===== src/rtl/lock_pkg.sv =====
// rtl/lock_pkg.sv - shared state encoding for the keypad door-lock manager
package lock_pkg;

    // Display/actuator logic decodes these values directly; keep them stable.
    typedef enum logic [2:0] {
        ST_OFF   = 3'b000,
        ST_ON    = 3'b001,
        ST_WRONG = 3'b010,
        ST_OPEN  = 3'b100,
        ST_REKEY = 3'b101,
        ST_LOCK  = 3'b111
    } lock_state_e;

    function automatic logic state_is_valid(input logic [2:0] s);
        return (s == ST_OFF)  || (s == ST_ON)    || (s == ST_WRONG) ||
               (s == ST_OPEN) || (s == ST_REKEY) || (s == ST_LOCK);
    endfunction

endpackage


===== src/rtl/tick_divider.sv =====
// rtl/tick_divider.sv - free-running divider producing a one-cycle decision strobe
module tick_divider #(
    parameter int SAMPLE_DIV = 50000
) (
    input  logic clk,
    input  logic rst_n,
    output logic tick
);

    localparam int DIV_W = (SAMPLE_DIV > 1) ? $clog2(SAMPLE_DIV) : 1;
    localparam logic [DIV_W-1:0] LAST = DIV_W'(SAMPLE_DIV - 1);

    logic [DIV_W-1:0] cnt_q;
    logic [DIV_W-1:0] cnt_d;

    always_comb begin
        tick  = (cnt_q == LAST);
        cnt_d = tick ? '0 : cnt_q + DIV_W'(1);
    end

    always_ff @(posedge clk or negedge rst_n) begin
        if (!rst_n) begin
            cnt_q <= '0;
        end else begin
            cnt_q <= cnt_d;
        end
    end

endmodule


===== src/rtl/lock_fsm_param.sv =====
// rtl/lock_fsm_param.sv - tick-sampled door-lock state manager with lockout and timed relock
module lock_fsm_param
    import lock_pkg::*;
#(
    parameter int SAMPLE_DIV = 50000,
    parameter int MAX_TRIES  = 3,
    parameter int LOCK_TICKS = 0,
    parameter int OPEN_TICKS = 0,
    parameter int CNT_W      = $clog2(MAX_TRIES + 1),
    parameter int TMR_W      = 16
) (
    input  logic             clk,
    input  logic             rst_n,
    input  logic             is_on,
    input  logic             star_pressed,
    input  logic             rekey,
    input  logic             correct,
    input  logic             initialize,
    output logic [2:0]       state,
    output logic [CNT_W-1:0] fail_cnt,
    output logic [CNT_W-1:0] attempts_left,
    output logic             tick,
    output logic             unlock_pulse,
    output logic             lockout_pulse,
    output logic             rekey_done_pulse
);

    localparam logic [CNT_W-1:0] MAX_CNT  = CNT_W'(MAX_TRIES);
    localparam logic [TMR_W-1:0] LOCK_INIT = TMR_W'(LOCK_TICKS);
    localparam logic [TMR_W-1:0] OPEN_INIT = TMR_W'(OPEN_TICKS);

    lock_state_e      state_q, state_d;
    logic [CNT_W-1:0] fail_cnt_q, fail_cnt_d;
    logic [CNT_W-1:0] attempts_left_q, attempts_left_d;
    logic [TMR_W-1:0] lock_tmr_q, lock_tmr_d;
    logic [TMR_W-1:0] open_tmr_q, open_tmr_d;
    logic             star_prev_q, star_prev_d;
    logic             star_pend_q, star_pend_d;
    logic             unlock_q, unlock_d;
    logic             lockout_q, lockout_d;
    logic             rekey_done_q, rekey_done_d;
    logic             star_edge;

    tick_divider #(
        .SAMPLE_DIV(SAMPLE_DIV)
    ) u_tick_divider (
        .clk  (clk),
        .rst_n(rst_n),
        .tick (tick)
    );

    // A press landing in the tick cycle itself is kept for the following tick.
    always_comb begin
        star_edge   = star_pressed & ~star_prev_q;
        star_prev_d = star_pressed;
        if (star_edge) begin
            star_pend_d = 1'b1;
        end else if (tick) begin
            star_pend_d = 1'b0;
        end else begin
            star_pend_d = star_pend_q;
        end
    end

    always_comb begin
        state_d      = state_q;
        fail_cnt_d   = fail_cnt_q;
        lock_tmr_d   = lock_tmr_q;
        open_tmr_d   = open_tmr_q;
        unlock_d     = 1'b0;
        lockout_d    = 1'b0;
        rekey_done_d = 1'b0;

        if (tick) begin
            if (initialize) begin
                state_d    = ST_OFF;
                fail_cnt_d = '0;
                lock_tmr_d = '0;
                open_tmr_d = '0;
            end else begin
                case (state_q)
                    ST_LOCK: begin
                        if (LOCK_TICKS > 0) begin
                            if (lock_tmr_q <= TMR_W'(1)) begin
                                state_d    = ST_OFF;
                                fail_cnt_d = '0;
                                lock_tmr_d = '0;
                            end else begin
                                lock_tmr_d = lock_tmr_q - TMR_W'(1);
                            end
                        end
                    end
                    ST_OFF: begin
                        if (is_on) begin
                            state_d = (fail_cnt_q == '0) ? ST_ON : ST_WRONG;
                        end
                    end
                    ST_ON, ST_WRONG: begin
                        // Powering down keeps the count so cycling is not a free retry.
                        if (!is_on) begin
                            state_d = ST_OFF;
                        end else if (star_pend_q) begin
                            if (correct) begin
                                state_d    = ST_OPEN;
                                fail_cnt_d = '0;
                                open_tmr_d = OPEN_INIT;
                                unlock_d   = 1'b1;
                            end else if (fail_cnt_q + CNT_W'(1) == MAX_CNT) begin
                                state_d    = ST_LOCK;
                                fail_cnt_d = MAX_CNT;
                                lock_tmr_d = LOCK_INIT;
                                lockout_d  = 1'b1;
                            end else begin
                                state_d    = ST_WRONG;
                                fail_cnt_d = fail_cnt_q + CNT_W'(1);
                            end
                        end
                    end
                    ST_OPEN: begin
                        if (rekey) begin
                            state_d    = ST_REKEY;
                            open_tmr_d = '0;
                        end else if (OPEN_TICKS > 0) begin
                            if (open_tmr_q <= TMR_W'(1)) begin
                                state_d    = ST_OFF;
                                open_tmr_d = '0;
                            end else begin
                                open_tmr_d = open_tmr_q - TMR_W'(1);
                            end
                        end
                    end
                    ST_REKEY: begin
                        if (star_pend_q && correct) begin
                            state_d      = ST_OFF;
                            rekey_done_d = 1'b1;
                        end
                    end
                    default: begin
                        state_d = ST_OFF;
                    end
                endcase
            end
        end

        attempts_left_d = MAX_CNT - fail_cnt_d;
    end

    always_ff @(posedge clk or negedge rst_n) begin
        if (!rst_n) begin
            state_q         <= ST_OFF;
            fail_cnt_q      <= '0;
            attempts_left_q <= MAX_CNT;
            lock_tmr_q      <= '0;
            open_tmr_q      <= '0;
            star_prev_q     <= 1'b0;
            star_pend_q     <= 1'b0;
            unlock_q        <= 1'b0;
            lockout_q       <= 1'b0;
            rekey_done_q    <= 1'b0;
        end else begin
            state_q         <= state_d;
            fail_cnt_q      <= fail_cnt_d;
            attempts_left_q <= attempts_left_d;
            lock_tmr_q      <= lock_tmr_d;
            open_tmr_q      <= open_tmr_d;
            star_prev_q     <= star_prev_d;
            star_pend_q     <= star_pend_d;
            unlock_q        <= unlock_d;
            lockout_q       <= lockout_d;
            rekey_done_q    <= rekey_done_d;
        end
    end

    assign state            = state_q;
    assign fail_cnt         = fail_cnt_q;
    assign attempts_left    = attempts_left_q;
    assign unlock_pulse     = unlock_q;
    assign lockout_pulse    = lockout_q;
    assign rekey_done_pulse = rekey_done_q;

endmodule


===== config.mk =====
export PLATFORM = sky130hd
export DESIGN_NAME = lock_fsm_param
export DESIGN_NICKNAME = d
export VERILOG_FILES = /design/src/rtl/lock_pkg.sv /design/src/rtl/tick_divider.sv /design/src/rtl/lock_fsm_param.sv
export SDC_FILE = /design/constraint.sdc
export NUM_CORES = 1
export LEC_CHECK = 0
export CAP_MARGIN = 20
export CORE_AREA = 2 2 55 57
export DETAILED_ROUTE_END_ITERATION = 7
export DIE_AREA = 0 0 57 59
export DONT_BUFFER_PORTS = 1
export PLACE_DENSITY_LB_ADDON = 0.3
export SLEW_MARGIN = 25
export SYNTH_ARGS = -nofsm -noshare
export SYNTH_HDL_FRONTEND = slang
export SYNTH_SLANG_ARGS = --single-unit

===== constraint.sdc =====
create_clock -name clk -period 2.1 [get_ports clk]
set_clock_uncertainty 0.05 [all_clocks]
set_input_delay 0.105 -clock clk [delete_from_list [all_inputs] [get_ports clk]]
set_output_delay 0.105 -clock clk [all_outputs]
set_load 0.01 [all_outputs]

* Yosys cells after proc, flatten, opt, wreduce, memory -nomap -nowiden
Cells that the tools add are included.
** Cells by class
- Add/sub/neg operators :: 3
- Equality and inequality tests :: 12
- Multiplexer cells :: 37
- Bitwise gates (word level) :: 2
- Reductions and logical operators :: 6
** Operators by type and width (number)
- 2-to-1 mux 3 bit :: 8
- 2-to-1 mux 1 bit :: 19
- adder 16 x 1 -> 16 bit (second input constant) :: 1
- equality test 16 bit (second input constant) :: 1
- 2-to-1 mux 16 bit :: 1
- 2-to-1 mux 2 bit :: 8
- one-hot mux 3 bit (5 select lines) :: 1
- equality test 3 bit (second input constant) :: 3
- != test 3 bit (second input constant) :: 3
- AND reduction 6 bit :: 1
- != test 4 bit (second input constant) :: 1
- equality test 3 x 1 -> 1 bit (second input constant) :: 1
- equality test 3 x 2 -> 1 bit (second input constant) :: 1
- zero test 3 bit :: 1
- adder 2 x 1 -> 2 bit (second input constant) :: 1
- equality test 2 bit (second input constant) :: 1
- zero test 2 bit :: 1
- != test 2 bit (second input constant) :: 1
- nonzero test 2 bit :: 1
- OR reduction 2 bit :: 1
- subtractor 2 bit (first input constant) :: 1
- bitwise AND 1 bit :: 1
- logical AND 1 bit :: 1
- NOT 1 bit :: 1
** Word-level totals
- Register bits after elaboration :: 28
- Output and inout bits :: 11

* Logic depth before layout (Yosys ltp)
- Depth in word-level cells :: 10
- Gate-level depth with buffers :: 7

* Modules after synthesis
From an unflattened synthesis, not the netlist that was laid out.
** Unflattened totals
- Cell total of the unflattened synthesis :: 137
- Area total of the unflattened synthesis :: 1446.4 µm²
** By module, submodules not included
- tick_divider :: instances 1, cells an instance 68, area each 750.7 µm², sequential area each 400.4 µm²
- lock_fsm_param :: instances 1, cells an instance 69, area each 695.7 µm², sequential area each 302.8 µm²

* Worst setup path after synthesis
No wires, ideal clock.
- Path type :: flip-flop to flip-flop
- Start :: register u_tick_divider.cnt_q[0]
- End :: register state_q[2] (netlist: state[2])
- Arrival time :: 1.587 ns
- Required time :: 1.907 ns
- Path slack :: 0.320 ns
- Stages on the path, launching flop included :: 8
- Buffers on the path :: 2
- Clock period less this slack :: 1.780 ns
- Path through :: dfrtp_1 ha_1 and3_1 clkbuf_1 nand4_2 inv_1 buf_2 o221ai_1
** Between the ends
- Longest elaborated chain between the ends :: 2
** Ends and longest elaborated chain
- start, declared :: line tick_divider.sv:13 : logic [DIV_W-1:0] cnt_q;
- start signal, assigned :: line tick_divider.sv:25 : cnt_q <= cnt_d;
- equality test 16 bit :: line tick_divider.sv:17 : tick = (cnt_q == LAST);
- via tick :: line lock_fsm_param.sv:22 : output logic tick,
- AND reduction 6 bit (no line)
- end signal, assigned :: line lock_fsm_param.sv:161 : state_q <= state_d;
- end, declared :: line lock_fsm_param.sv:32 : lock_state_e state_q, state_d;
The timed path passes the listed nets, and every way through them passes these cells.
A chain may end at the register's enable or synchronous reset.

* Final worst setup path
- Start :: register u_tick_divider.cnt_q[0]
- End :: output port tick
** Between the ends
- Longest elaborated chain between the ends :: 1
** Ends and longest elaborated chain (line)
- equality test 16 bit :: tick_divider.sv:17
- end, declared :: lock_fsm_param.sv:22
No other way between the ends.

==> metrics.md <==
| Metric | Value |
|---|---|
| Status | complete, no violations |
| Max Cap Violations | 0 |
| Port bufs | 0 |
| Largest family of logic cells by synthesized area | simple AND/OR/NAND/NOR gates |
| Fin. Hold Viols | 0 |
| CTS H-tree lvls | 1 |
| Prevailing post-synth register cell | dfrtp_1 |
| Clk_lat worst skew | 320 ps |
| Critical path arrival | 1730 ps |
| Drt total wl | 2690 um |
| CTS tree | built |
| Synth area leaders | dfrtp_1, xnor2_1, xor2_1, dfstp_2, nor2_1 |
| Syn nets | 145 |
| Antenna Nets Post-Route | 0 |
| Clock Tree Buf Depth | 2 |
| GRT overflow | 0 |
| Setup TNS | 0 ps |
| DP HPWL | 1970 um |
| Setup WS pre-CTS | 80.0 ps |
| P&R area growth vs syn | 8.97% |
| Syn Area/Cell | 10.5 sq um |
| Max transition margin | 69.3% |
| Diodes inserted | 0 |
| Post-Layout Cell Count | 172 |
| # rows | 19 |
| Die width | 57 um |
| Mapped Area | 1420 sq um |
| Worst hold slack | 55.7 ps |
| Xor and xnor fraction of the mapped netlist area | 8.62% |
| Crit. End Element | output pin |
| Reg-to-reg slack, setup | 270 ps |
| Simple-gate share of the synthesized area | 23.1% |
| Area share of the largest cell type after synthesis | 45.7% |
| Sequential Power Share | 67.9% |
| Die ar. | 3360 sq um |
| NetSw | 0.167 mW |
| Synth Area in Compound Gates | 12.0% |
| Most frequent cells in the layout | dfrtp_1, nor2_1, inv_1, xnor2_1, xor2_1 |
| Gate power share | 3.8% |
| RSZ-0062 raised after global routing | false |
| Crit path kind | reg -> out |
| Die height | 59 um |
| Adder-cell share of the synthesized area | 2.64% |
| DR iter-0 viols | 15 |
| Core region area | 2710 sq um |
| Critical Path RT | 1950 ps |
| Synth Warn # | 0 |
| Vias/cell | 6.13 |
| Synth cell types | 44 |
| Pwr Density | 514 nW/um^2 |
| Antenna violations before repair | 0 |
| Area after DPL | 1450 sq um |
| First-pass GRT wire length | 4420 um |
| Number of synthesized flops with an enable pin | 0 |
| CP endpoint | tick |
| Setup Fix Bufs, Post-CTS | 0 |
| Syn Inst Count | 135 |
| Final Critical Period | 1880 ps |
| Fmax | 0.531 GHz |
| Util after Layout | 57.2% |
| Mux contribution to synthesized area | 0% |
| Startpoint types | flop |
| Final setup violation count | 0 |
| DR WL/cell | 15.6 um |
| Share of the yosys chip area belonging to registers | 49.4% |
| Vias in the first global route | 1,015 |
| Internal power | 0.629 mW |
| Gpl congestion | 0.786 |
| Pleak | 0.671 nW |
| Pin count of the biggest net entering global routing | 29 |
| Period Utilization, post-route | 89.6% |
| #FFs+latches synth | 28 |
| Placed insts | 162 |
| Post-route cell area | 1550 sq um |
| Ys async rst share | 100% |
| Ports | 18 |
| Starting Density | 52.5% |
| R2r worst-path depth | 5 |
| Final Max Tran Viols | 0 |
| GRT Overall Usage | 17.0% |
| Total Nets Final | 152 |
| Clock-pin slew on the worst setup and hold paths | 140 ps |
| Residual DRC | 0 |
| Clk network pwr share | 28.3% |
| Hold Path Class | in -> reg |
| Worst setup margin | 217 ps |
| Worst Tran Pin Value | 461 ps |
| Clock sinks | 28 |
| TritonRoute pass-1 iters | 4 |
| Worst-path maximum fanout | 10 |
| Worst vdd ir | 0.433 mV |
| Worst Setup SP | u_tick_divider.cnt_q[0] |
| Power, Total | 0.797 mW |
| Worst reg2reg startpoint | u_tick_divider.cnt_q[0] |
| Cell taking the most area after synthesis | dfrtp_1 |
| TritonCTS buffer count | 3 |
| Commonest non-fill, non-tap cell in the layout | dfrtp_1 |
| Vias | 1,054 |
| Clock root buffer | clkbuf_4 |
| Switching share of power | 21.0% |
| Share of cells above drive strength 1 | 13.5% |
==> cell usage after synthesis (all sizes together), types with 4 or more instances <==
cell type and n:
or3 4, xor2 7, nand3 5, inv 10, xnor2 7, dfrtp 26
nand2 5, nand4 7, nor2 11
==> layer usage <==
metal / global-route usage (%) / wire, um / vias to the layer above
met5: 0 / 0 / -
met4: 7.97 / 55 / 0
met3: 3.06 / 74 / 6
met2: 29.2 / 1380 / 17
met1: 20.9 / 1180 / 525
li1: - / - / 506
==> what timing repair did <==
action | in CTS | in global routing
endpoints found under the setup margin | 0 | 12
endpoints found under the hold margin | 37 | 1
hold buffers | 5 | 1
gates resized for setup | 0 | 2
==> power groups by stage <==
stage	clock network, mW	logic, mW	registers (mW)
CTS	0.236	0.0301	0.541
finish	0.225	0.0305	0.541
global placement	0	0.00614	0.551
detailed placement	0	0.00653	0.551
global route	0.255	0.0338	0.541
floorplan	0	0.00793	0.551
==> critical path: stages (launching register included) <==
cell and delay (ps):
dfrtp_1 430, ha_1 200, and3_1 280, nand4_2 260, inv_2 240
==> worst min path at each step <==
stage / startpoint / to / slack (ps) / cells after the start
after detailed placement: rst_n / u_tick_divider.cnt_q[6] / -240 / 0
after global placement: rst_n / u_tick_divider.cnt_q[6] / -240 / 0
final: initialize / flop / 60 / 2
after floorplan: rst_n / asynchronous set/reset pin / -240 / 0
after CTS: initialize / flop / 2 / 2
after global routing: initialize / flop / 30 / 2
==> registers in the layout, indices dropped and copies added, names as in the netlist, named ones only <==
name,flops
star_prev_q,1
attempts_left,2
lockout_pulse,1
state,3
unlock_pulse,1
star_pend_q,1
u_tick_divider.cnt_q,16
rekey_done_pulse,1
==> kinds of logic after synthesis <==
kind of cell	Yosys count
AO/OA/AOI/OAI	22
XOR/XNOR	14
flip-flops	28
buffers and inverters	15
AND/OR/NAND/NOR	53
adder cells (fa/ha/maj)	3
==> area by class of cell <==
cell class,instances,area [sq um]
clock buffer,4,26.3
fill,262,1160
inverter,10,37.5
multi-input combinational,92,667
sequential,28,703
tap,31,38.8
timing repair buffer,7,77.6
No activity file was read; power rests on OpenSTA's default activity.
